==> src/rtl/fetch_queue_stage_if.sv <==
// rtl/fetch_queue_stage_if.sv - memory read, redirect and decoder-side signals of the fetch queue stage
interface fetch_queue_stage_if #(
   parameter int MEM_WIDTH = 64
);
   logic                 mem_ren;
   logic [63:0]          mem_raddr;
   logic                 mem_rvalid;
   logic [MEM_WIDTH-1:0] mem_rdata;
   logic                 set_pc_valid;
   logic [63:0]          set_pc;
   logic                 out_valid;
   logic                 out_ready;
   logic [31:0]          out_instr;
   logic [63:0]          out_pc;

   modport master (
      output mem_ren, mem_raddr, out_valid, out_instr, out_pc,
      input  mem_rvalid, mem_rdata, set_pc_valid, set_pc, out_ready
   );

   modport slave (
      input  mem_ren, mem_raddr, out_valid, out_instr, out_pc,
      output mem_rvalid, mem_rdata, set_pc_valid, set_pc, out_ready
   );
endinterface

==> src/rtl/fetch_queue_stage.sv <==
// rtl/fetch_queue_stage.sv - beat fetch with outstanding reads, lane split and instruction queue
module fetch_queue_stage #(
   parameter int          MEM_WIDTH    = 64,
   parameter int          QUEUE_DEPTH  = 8,
   parameter int          MAX_INFLIGHT = 2,
   parameter logic [63:0] RESET_PC     = 64'h0
) (
   input logic                 clk,
   input logic                 rst,
   fetch_queue_stage_if.master bus
);
   localparam int IPB        = MEM_WIDTH / 32;
   localparam int BEAT_BYTES = MEM_WIDTH / 8;
   localparam int QW         = (QUEUE_DEPTH > 1) ? $clog2(QUEUE_DEPTH) : 1;
   localparam int CW         = $clog2(QUEUE_DEPTH + 1);
   localparam int IW         = $clog2(MAX_INFLIGHT + 1);
   localparam int RW         = (MAX_INFLIGHT > 1) ? $clog2(MAX_INFLIGHT) : 1;
   localparam int LW         = (IPB > 1) ? $clog2(IPB) : 1;
   localparam logic [63:0] BEAT_MASK = ~(64'(BEAT_BYTES) - 64'd1);

   logic [63:0]   fetch_pc;
   logic [31:0]   q_instr [QUEUE_DEPTH];
   logic [63:0]   q_pc    [QUEUE_DEPTH];
   logic [QW-1:0] wr_ptr;
   logic [QW-1:0] rd_ptr;
   logic [CW-1:0] count;
   logic [63:0]   ri_addr [MAX_INFLIGHT];
   logic [LW-1:0] ri_lane [MAX_INFLIGHT];
   logic [RW-1:0] ri_wr;
   logic [RW-1:0] ri_rd;
   logic [IW-1:0] inflight;
   logic [IW-1:0] discard;

   logic [63:0]   beat_addr;
   logic [LW-1:0] start_lane;
   logic          issue;
   logic          resp;
   logic          accept;
   logic          deq;
   logic [63:0]   resp_addr;
   logic [LW-1:0] resp_lane;
   logic [CW-1:0] n_enq;
   logic [CW-1:0] remaining;
   logic [31:0]   enq_instr [IPB];
   logic [63:0]   enq_pc    [IPB];
   logic          next_valid;
   logic [31:0]   next_instr;
   logic [63:0]   next_pc;

   function automatic logic [RW-1:0] ri_next(input logic [RW-1:0] p);
      return (p == RW'(MAX_INFLIGHT - 1)) ? '0 : p + RW'(1);
   endfunction

   always_comb begin
      beat_addr  = fetch_pc & BEAT_MASK;
      start_lane = LW'((fetch_pc >> 2) & 64'(IPB - 1));
      // Credit reserves a full beat for every read still outstanding, so the queue cannot overflow.
      issue      = !bus.set_pc_valid && (int'(inflight) < MAX_INFLIGHT)
                   && (int'(count) + IPB * (int'(inflight) + 1) <= QUEUE_DEPTH);
      resp       = bus.mem_rvalid;
      resp_addr  = ri_addr[ri_rd];
      resp_lane  = ri_lane[ri_rd];
      accept     = resp && !bus.set_pc_valid && (discard == '0);
      deq        = bus.out_valid && bus.out_ready && !bus.set_pc_valid;
      n_enq      = accept ? CW'(IPB - int'(resp_lane)) : '0;
      remaining  = count - CW'(deq);
      for (int j = 0; j < IPB; j++) begin
         enq_instr[j] = '0;
         enq_pc[j]    = '0;
         if (int'(resp_lane) + j < IPB) begin
            enq_instr[j] = bus.mem_rdata[32 * (int'(resp_lane) + j) +: 32];
            enq_pc[j]    = resp_addr + 64'(4 * (int'(resp_lane) + j));
         end
      end
      // The registered head is the next entry; when the queue drains it comes straight from the beat.
      next_valid = (remaining + n_enq) != '0;
      if (remaining == '0) begin
         next_instr = enq_instr[0];
         next_pc    = enq_pc[0];
      end else begin
         next_instr = q_instr[rd_ptr + QW'(deq)];
         next_pc    = q_pc[rd_ptr + QW'(deq)];
      end
   end

   always_ff @(posedge clk) begin
      if (!rst && !bus.set_pc_valid) begin
         for (int j = 0; j < IPB; j++) begin
            if (j < int'(n_enq)) begin
               q_instr[wr_ptr + QW'(j)] <= enq_instr[j];
               q_pc[wr_ptr + QW'(j)]    <= enq_pc[j];
            end
         end
         if (issue) begin
            ri_addr[ri_wr] <= beat_addr;
            ri_lane[ri_wr] <= start_lane;
         end
      end
   end

   always_ff @(posedge clk) begin
      if (rst) begin
         fetch_pc      <= RESET_PC;
         wr_ptr        <= '0;
         rd_ptr        <= '0;
         count         <= '0;
         ri_wr         <= '0;
         ri_rd         <= '0;
         inflight      <= '0;
         discard       <= '0;
         bus.mem_ren   <= 1'b0;
         bus.mem_raddr <= '0;
         bus.out_valid <= 1'b0;
         bus.out_instr <= '0;
         bus.out_pc    <= '0;
      end else if (bus.set_pc_valid) begin
         // Request info is kept so the stale responses still pop in order as they are dropped.
         fetch_pc      <= bus.set_pc & ~64'd3;
         count         <= '0;
         rd_ptr        <= wr_ptr;
         inflight      <= inflight - IW'(resp);
         discard       <= inflight - IW'(resp);
         if (resp)
            ri_rd <= ri_next(ri_rd);
         bus.mem_ren   <= 1'b0;
         bus.out_valid <= 1'b0;
      end else begin
         bus.mem_ren <= issue;
         if (issue) begin
            bus.mem_raddr <= beat_addr;
            fetch_pc      <= beat_addr + 64'(BEAT_BYTES);
            ri_wr         <= ri_next(ri_wr);
         end
         if (resp) begin
            ri_rd <= ri_next(ri_rd);
            if (discard != '0)
               discard <= discard - IW'(1);
         end
         inflight      <= inflight + IW'(issue) - IW'(resp);
         wr_ptr        <= wr_ptr + QW'(n_enq);
         rd_ptr        <= rd_ptr + QW'(deq);
         count         <= remaining + n_enq;
         bus.out_valid <= next_valid;
         if (next_valid) begin
            bus.out_instr <= next_instr;
            bus.out_pc    <= next_pc;
         end
      end
   end
endmodule

==> src/flat_wrapper.sv <==
// flat-port wrapper written by rule: the top's interface ports become plain ports
module fetch_queue_stage_flat 
#(
   parameter int          MEM_WIDTH    = 64,
   parameter int          QUEUE_DEPTH  = 8,
   parameter int          MAX_INFLIGHT = 2,
   parameter logic [63:0] RESET_PC     = 64'h0
)
  (clk, rst, bus_mem_ren, bus_mem_raddr, bus_out_valid, bus_out_instr, bus_out_pc, bus_mem_rvalid, bus_mem_rdata, bus_set_pc_valid, bus_set_pc, bus_out_ready);
  fetch_queue_stage_if #(.MEM_WIDTH(MEM_WIDTH)) bus_i ();
  input logic clk;
  input logic rst;
  output wire logic [$bits(bus_i.mem_ren)-1:0] bus_mem_ren;
  output wire logic [$bits(bus_i.mem_raddr)-1:0] bus_mem_raddr;
  output wire logic [$bits(bus_i.out_valid)-1:0] bus_out_valid;
  output wire logic [$bits(bus_i.out_instr)-1:0] bus_out_instr;
  output wire logic [$bits(bus_i.out_pc)-1:0] bus_out_pc;
  input wire logic [$bits(bus_i.mem_rvalid)-1:0] bus_mem_rvalid;
  input wire logic [$bits(bus_i.mem_rdata)-1:0] bus_mem_rdata;
  input wire logic [$bits(bus_i.set_pc_valid)-1:0] bus_set_pc_valid;
  input wire logic [$bits(bus_i.set_pc)-1:0] bus_set_pc;
  input wire logic [$bits(bus_i.out_ready)-1:0] bus_out_ready;
  assign bus_mem_ren = bus_i.mem_ren;
  assign bus_mem_raddr = bus_i.mem_raddr;
  assign bus_out_valid = bus_i.out_valid;
  assign bus_out_instr = bus_i.out_instr;
  assign bus_out_pc = bus_i.out_pc;
  assign bus_i.mem_rvalid = bus_mem_rvalid;
  assign bus_i.mem_rdata = bus_mem_rdata;
  assign bus_i.set_pc_valid = bus_set_pc_valid;
  assign bus_i.set_pc = bus_set_pc;
  assign bus_i.out_ready = bus_out_ready;
  fetch_queue_stage #(.MEM_WIDTH(MEM_WIDTH), .QUEUE_DEPTH(QUEUE_DEPTH), .MAX_INFLIGHT(MAX_INFLIGHT), .RESET_PC(RESET_PC)) u_core (.clk(clk), .rst(rst), .bus(bus_i));
endmodule
==> config.mk <==
export PLATFORM = sky130hd
export DESIGN_NAME = fetch_queue_stage_flat
export DESIGN_NICKNAME = d
export VERILOG_FILES = /design/src/rtl/fetch_queue_stage_if.sv /design/src/rtl/fetch_queue_stage.sv /design/src/flat_wrapper.sv
export SDC_FILE = /design/constraint.sdc
export NUM_CORES = 2
export LEC_CHECK = 0
export CELL_PAD_IN_SITES_DETAIL_PLACEMENT = 2
export CELL_PAD_IN_SITES_GLOBAL_PLACEMENT = 2
export CORE_ASPECT_RATIO = 0.9
export CORE_MARGIN = 8
export CORE_UTILIZATION = 40
export CTS_CLUSTER_SIZE = 40
export DETAILED_ROUTE_END_ITERATION = 12
export GPL_TIMING_DRIVEN = 0
export MAX_ROUTING_LAYER = met4
export PLACE_DENSITY_LB_ADDON = 0.3
export SLEW_MARGIN = 20
export SYNTH_ARGS = -nofsm -noshare
export SYNTH_HDL_FRONTEND = slang
export SYNTH_SLANG_ARGS = --single-unit
==> constraint.sdc <==
create_clock -name clk -period 14.2 [get_ports clk]
set_clock_uncertainty 0.15 [all_clocks]
set_input_delay 2.84 -clock clk [delete_from_list [all_inputs] [get_ports clk]]
set_output_delay 2.84 -clock clk [all_outputs]
set_load 0.1 [all_outputs]
**Word-level counts from Yosys, hierarchy flattened**

Memory sizes are Yosys's and may differ from the RTL's. A register that Yosys moved wholly into a read port is not among the register bits.
Cells that the tools add are included.

- Bitwise gates (word level): 1
- Shift operators: 2
- Mux-type cells: 29
- Reductions and logical operators: 20
- Magnitude comparators: 6
- $add $sub $neg: 19

Operators by type and width:

| cell | number |
|---|---|
| $mux W64 | 5 |
| $mux W32 | 3 |
| $add A64 B3 Y64 | 1 |
| $add A64 B4 Y64 const B | 1 |
| $add A64 B64 Y64 | 1 |
| $shiftx A64 B32 Y32 | 1 |
| $shiftx A64 B7 Y32 | 1 |
| $add A5 B32 Y32 | 1 |
| $le A32 B5 Y1 const B | 1 |
| $lt A32 B3 Y1 const B | 1 |
| $mux W1 | 15 |
| $lt A1 B4 Y1 const A | 2 |
| $mux W2 | 4 |
| $reduce_bool A2 Y1 | 4 |
| $logic_and A1 B1 Y1 | 7 |
| $reduce_and A2 Y1 | 3 |
| $add A1 B1 Y2 const B | 2 |
| $add A4 B4 Y4 | 1 |
| $logic_not A4 Y1 | 1 |
| $mux W4 | 1 |
| $reduce_bool A4 Y1 | 1 |
| $sub A2 B1 Y2 | 2 |
| $sub A4 B1 Y4 | 1 |
| $add A2 B1 Y3 const B | 1 |
| 14 further kinds | 16 |

- Memories: 4
- Bits in writable memories: 892
- Output and inout port bits: 162
- Bits of input ports: 133
- Flip-flop bits (word level): 239
- Word-level logic and storage cells: 95

Memory list:

| memory | words | bits a word | rd ports | clocked after memory_dff | wr ports | line | text |
|---|---|---|---|---|---|---|---|
| u_core.q_pc | 8 | 64 | 1 | 0 | 2 | fetch_queue_stage.sv:23 | `logic [63:0] q_pc [QUEUE_DEPTH];` |
| u_core.q_instr | 8 | 32 | 1 | 0 | 2 | fetch_queue_stage.sv:22 | `logic [31:0] q_instr [QUEUE_DEPTH];` |
| u_core.ri_addr | 2 | 61 | 1 | 1 | 1 | fetch_queue_stage.sv:27 | `logic [63:0] ri_addr [MAX_INFLIGHT];` |
| u_core.ri_lane | 2 | 1 | 1 | 1 | 1 | fetch_queue_stage.sv:28 | `logic [LW-1:0] ri_lane [MAX_INFLIGHT];` |

**Logic depth before layout (Yosys ltp)**

- Word-level depth: 8
- Depth in mapped cells: 17
- Mapped depth without buffers: 12

**Least setup slack after synthesis**

No wires, ideal clock.

- Kind: input to register
- Start point: input bus_set_pc_valid
- End point: memory u_core.q_instr[5][0] (enable)
- Arrival time: 10.286 ns
- Slack: 3.088 ns
- Stages: 6
- Cells stage by stage: nand3b_1 > or4_1 > clkbuf_1 > inv_1 > nand3_1 > o21ai_0

RTL lines:

| item | line | text |
|---|---|---|
| start: declaration | flat_wrapper.sv:20 | `input wire logic [$bits(bus_i.set_pc_valid)-1:0] bus_set_pc_valid;` |
| end: declaration | fetch_queue_stage.sv:22 |  |

**Worst setup path after layout**

- Start point: input bus_set_pc_valid
- End point: register u_core.bus.out_pc[32]

- Word-level cells in the longest chain between the ends: 7

Ends and longest elaborated chain:

| item | line | text |
|---|---|---|
| parallel branches: the longest is 7 deep, another holds $sub A4 B1 Y4 | n/a |  |
| end signal: assignment | fetch_queue_stage.sv:146 | `bus.out_pc <= next_pc;` |
| end: declaration | fetch_queue_stage_if.sv:17 | `output mem_ren, mem_raddr, out_valid, out_instr, out_pc,` |

Parallel ways; which one is timed is not known.
A chain may end at the register's enable or synchronous reset.

==> metrics.txt <==
multi-input logic area=19900 µm²; GRT overflow=0; Clock transition at path regs=0.06 ns; master of the slowest instance on the critical path=clkbuf_1; hold crit path type=reg -> reg; global-route wire length before repair=279000 µm; Critical R2R Capture=u_core.bus.out_pc[32]$_SDFFE_PP0P_; Worst Path Required=14.62 ns; crit share post-route=64.0%; top_reg_cell synth=edfxtp_1; total of max-cap violations=0; dpl cells=5479; Rel. slew slack=16.6%; max incr delay on CP=0.95 ns; router iterations before antenna repair=5; share of cells above drive strength 1=34.1%; CTS H-Tree Depth=3; commonest cells in the netlist=edfxtp_1, mux2_2, nand2_1; number of gates resized after CTS=0; Synth Register Bits=1112; routability congestion estimate=0.825; CTS buffer count=120; Crit Path Class=in -> reg; CP max FO=10; starting density of the core=40.2%; 1st-iter DRT viols=2911; critical path capture point type=flop; Cell Pwr Density=142 nW/µm²; initial antenna violation count=6; Final Hold Viols=0; met2 Use GR=45.6%; post-DR wirelength/cell=34.2 µm; Worst-Skew Late Latency=0.74 ns; TritonCTS clock tree=built; die height=358 µm; Post-DRT Antenna Nets=0; cell count after synthesis=3397; ranking of synthesized cells by area=edfxtp_1, mux2_2, dfxtp_1; yosys warns=0; Worst Tran Pin Value=1.25 ns; Die Area=142000 µm²; post-layout minimum cycle time=9.09 ns; RSZ-0062 raised after global routing=no; met1 usage=35.3%; global routing's busiest layer=met2; max-slew violation count=0; Via Count=34419; critical path endpoint=u_core.bus.out_pc[32]$_SDFFE_PP0P_; post-synth top area cell=edfxtp_1; CP delay by family, top=buffers and inverters; Post-synth EDFFs=876; r2r setup slk=7.65 ns; cell mode on critical path=clkbuf_1; syn_area_per_cell=15.3 µm²; status=finished, final reports clean; Rows=125; overall power=0.00895 W; most common cell in the netlist=edfxtp_1; Fill cells=11888; CP Launch Type=input pin; R2R cell count=13; area grow syn2layout=21.2%; post-CTS setup buffers=0; CP startpoint=bus_set_pc_valid; Tot GR Track Use=27.6%; post-route insts no fill=5711; maximum number of pins on one net before global-route repair=37; final routed DRC violation total=0; FF+latch area=31000 µm²; static leakage power=20.1 nW; clk sink count=1112; met3 GRT Util=4.01%; Distinct cells, synth=68; number of global-route vias before repair=37768; cts-stage hold buffer count=0; Port Buf Inserts=287; core box area=129000 µm²; IO Count=295; Root Driver=clkbuf_16; clk buf depth=3; final net count=4038; WP buf/inv=8; Synth Cell Area=51900 µm²; DRT Wirelength=196000 µm; area share of the largest cell type after synthesis=50.7%; CP Depth=17; via/cell ratio=6.03; HPWL Detailed=134000 µm; worst path cell trace=clkdlybuf4s50_1, clkinv_1, clkbuf_1, clkbuf_1, and3_1, ha_1, inv_1, ha_1, inv_1, fa_1, or3b_1, nor3b_1, mux2i_1, nand3_1, clkbuf_1, buf_1, o22ai_1; Peak VDD IR=0.104 mV; Worst EP arrival=9.51 ns; FFs w/ async S/R, synth=0%; FMAX=0.110 GHz; Final setup violation count=0; Seq/Total Area, Yosys=59.8%; die width=396 µm
-- cells in the final DEF, fill, tap and decap left out, drive strengths merged, types with 4 or more instances in the layout --
cell type	n
xor2	6
ha	15
nand4	19
mux2i	131
dfxtp	236
o211ai	4
nor2	70
diode	4
nor2b	4
and3	7
o31ai	20
nor4	13
xnor2	23
a21oi	84
or2	5
clkinv	52
nand2	262
clkdlybuf4s50	287
buf	151
conb	5
inv	35
a31oi	4
a311oi	27
a2111oi	7
o22ai	94
edfxtp	876
a211oi	21
nand3	28
nor3b	6
o21ai	18
bufinv	14
mux4	188
and4	15
nor3	20
mux2	840
or4	24
or3	12
clkbuf	338
-- how the worst min path moves through the flow --
stage,depth (start not counted),start,slack (ns),to
finish,2,u_core.bus.mem_raddr[47]$_SDFFE_PP0P_,0.31,u_core.bus.mem_raddr[47]$_SDFFE_PP0P_
global route,2,u_core.bus.mem_raddr[7]$_SDFFE_PP0P_,0.33,u_core.bus.mem_raddr[7]$_SDFFE_PP0P_
CTS,2,u_core.bus.mem_raddr[7]$_SDFFE_PP0P_,0.32,u_core.bus.mem_raddr[7]$_SDFFE_PP0P_
detailed placement,2,u_core.bus.mem_raddr[18]$_SDFFE_PP0P_,0.30,u_core.bus.mem_raddr[18]$_SDFFE_PP0P_
global placement,2,u_core.bus.mem_raddr[18]$_SDFFE_PP0P_,0.29,u_core.bus.mem_raddr[18]$_SDFFE_PP0P_
floorplan,0,u_core.fetch_pc[19]$_SDFFE_PP0P_,0.27,u_core.ri_addr[0][16]$_DFFE_PP_
-- registers in the layout (all words and copies together) (netlist names), 3 cells and up, named ones only --
name / flops
u_core.wr_ptr: 3
u_core.rd_ptr: 3
u_core.count: 4
u_core.bus.out_pc: 62
u_core.bus.mem_raddr: 61
u_core.ri_addr: 122
u_core.q_pc: 496
u_core.fetch_pc: 62
u_core.q_instr: 256
u_core.bus.out_instr: 32
-- per-stage QoR --
step                worst slack [ns]  area (µm²)  utilization, %  hold WS [ns]   TNS, ns
finish                          5.11       62900            48.8         0.314         0
global route                    5.02       62900            48.8         0.330         0
CTS                             5.31       62900            48.7         0.318         0
detailed placement              4.58       58800            45.6         0.304         0
global placement               -6.93       57000            44.1         0.293  -3211.11
floorplan                       3.09       51900               -         0.270         0
-- cells by family (layout without fill, tap and decap cells) --
group | count (synthesis) | in the layout | synth area share, %
DFF | 1112 | 1112 | 59.8
other | 1 | 9 | 0.00722
xor gates and xnor gates | 29 | 29 | 0.489
AOI/OAI and AO/OA | 292 | 292 | 3.62
muxes | 1159 | 1159 | 28.9
and+or+nand+nor | 498 | 498 | 4.54
buffers and inverters | 288 | 880 | 2.22
adders and majority gates | 18 | 18 | 0.477
-- tightest hold or removal path, cell delays in order (launching register included) --
cell     delay [ns]
dfxtp_1        0.31
nand2_1        0.05
a21oi_1        0.05
-- per-layer routing --
metal / routed length [µm] / part of all wire [%]
met2: 96300 / 49
met1: 81600 / 42
met3: 11400 / 5.8
met5: 0 / 0
met4: 6330 / 3.2
-- power by group --
part	leakage [nW]	switching [W]	internal, W
combinational	8.22	0.00112	0.000647
sequential	9.86	0.000175	0.00372
clock	2.01	0.00138	0.00191
total	20.1	0.00267	0.00628
-- layout make-up --
cell class	count	share of cell area, %
tap	1714	3.41
clock inverter	69	1.11
clock buffer	159	5.36
antenna	4	0.0159
multi-input combinational	2001	31.6
timing repair buffer	364	7.35
sequential	1112	49.3
inverter	35	0.209
buffer	253	1.65
No activity file was read; power rests on OpenSTA's default activity.
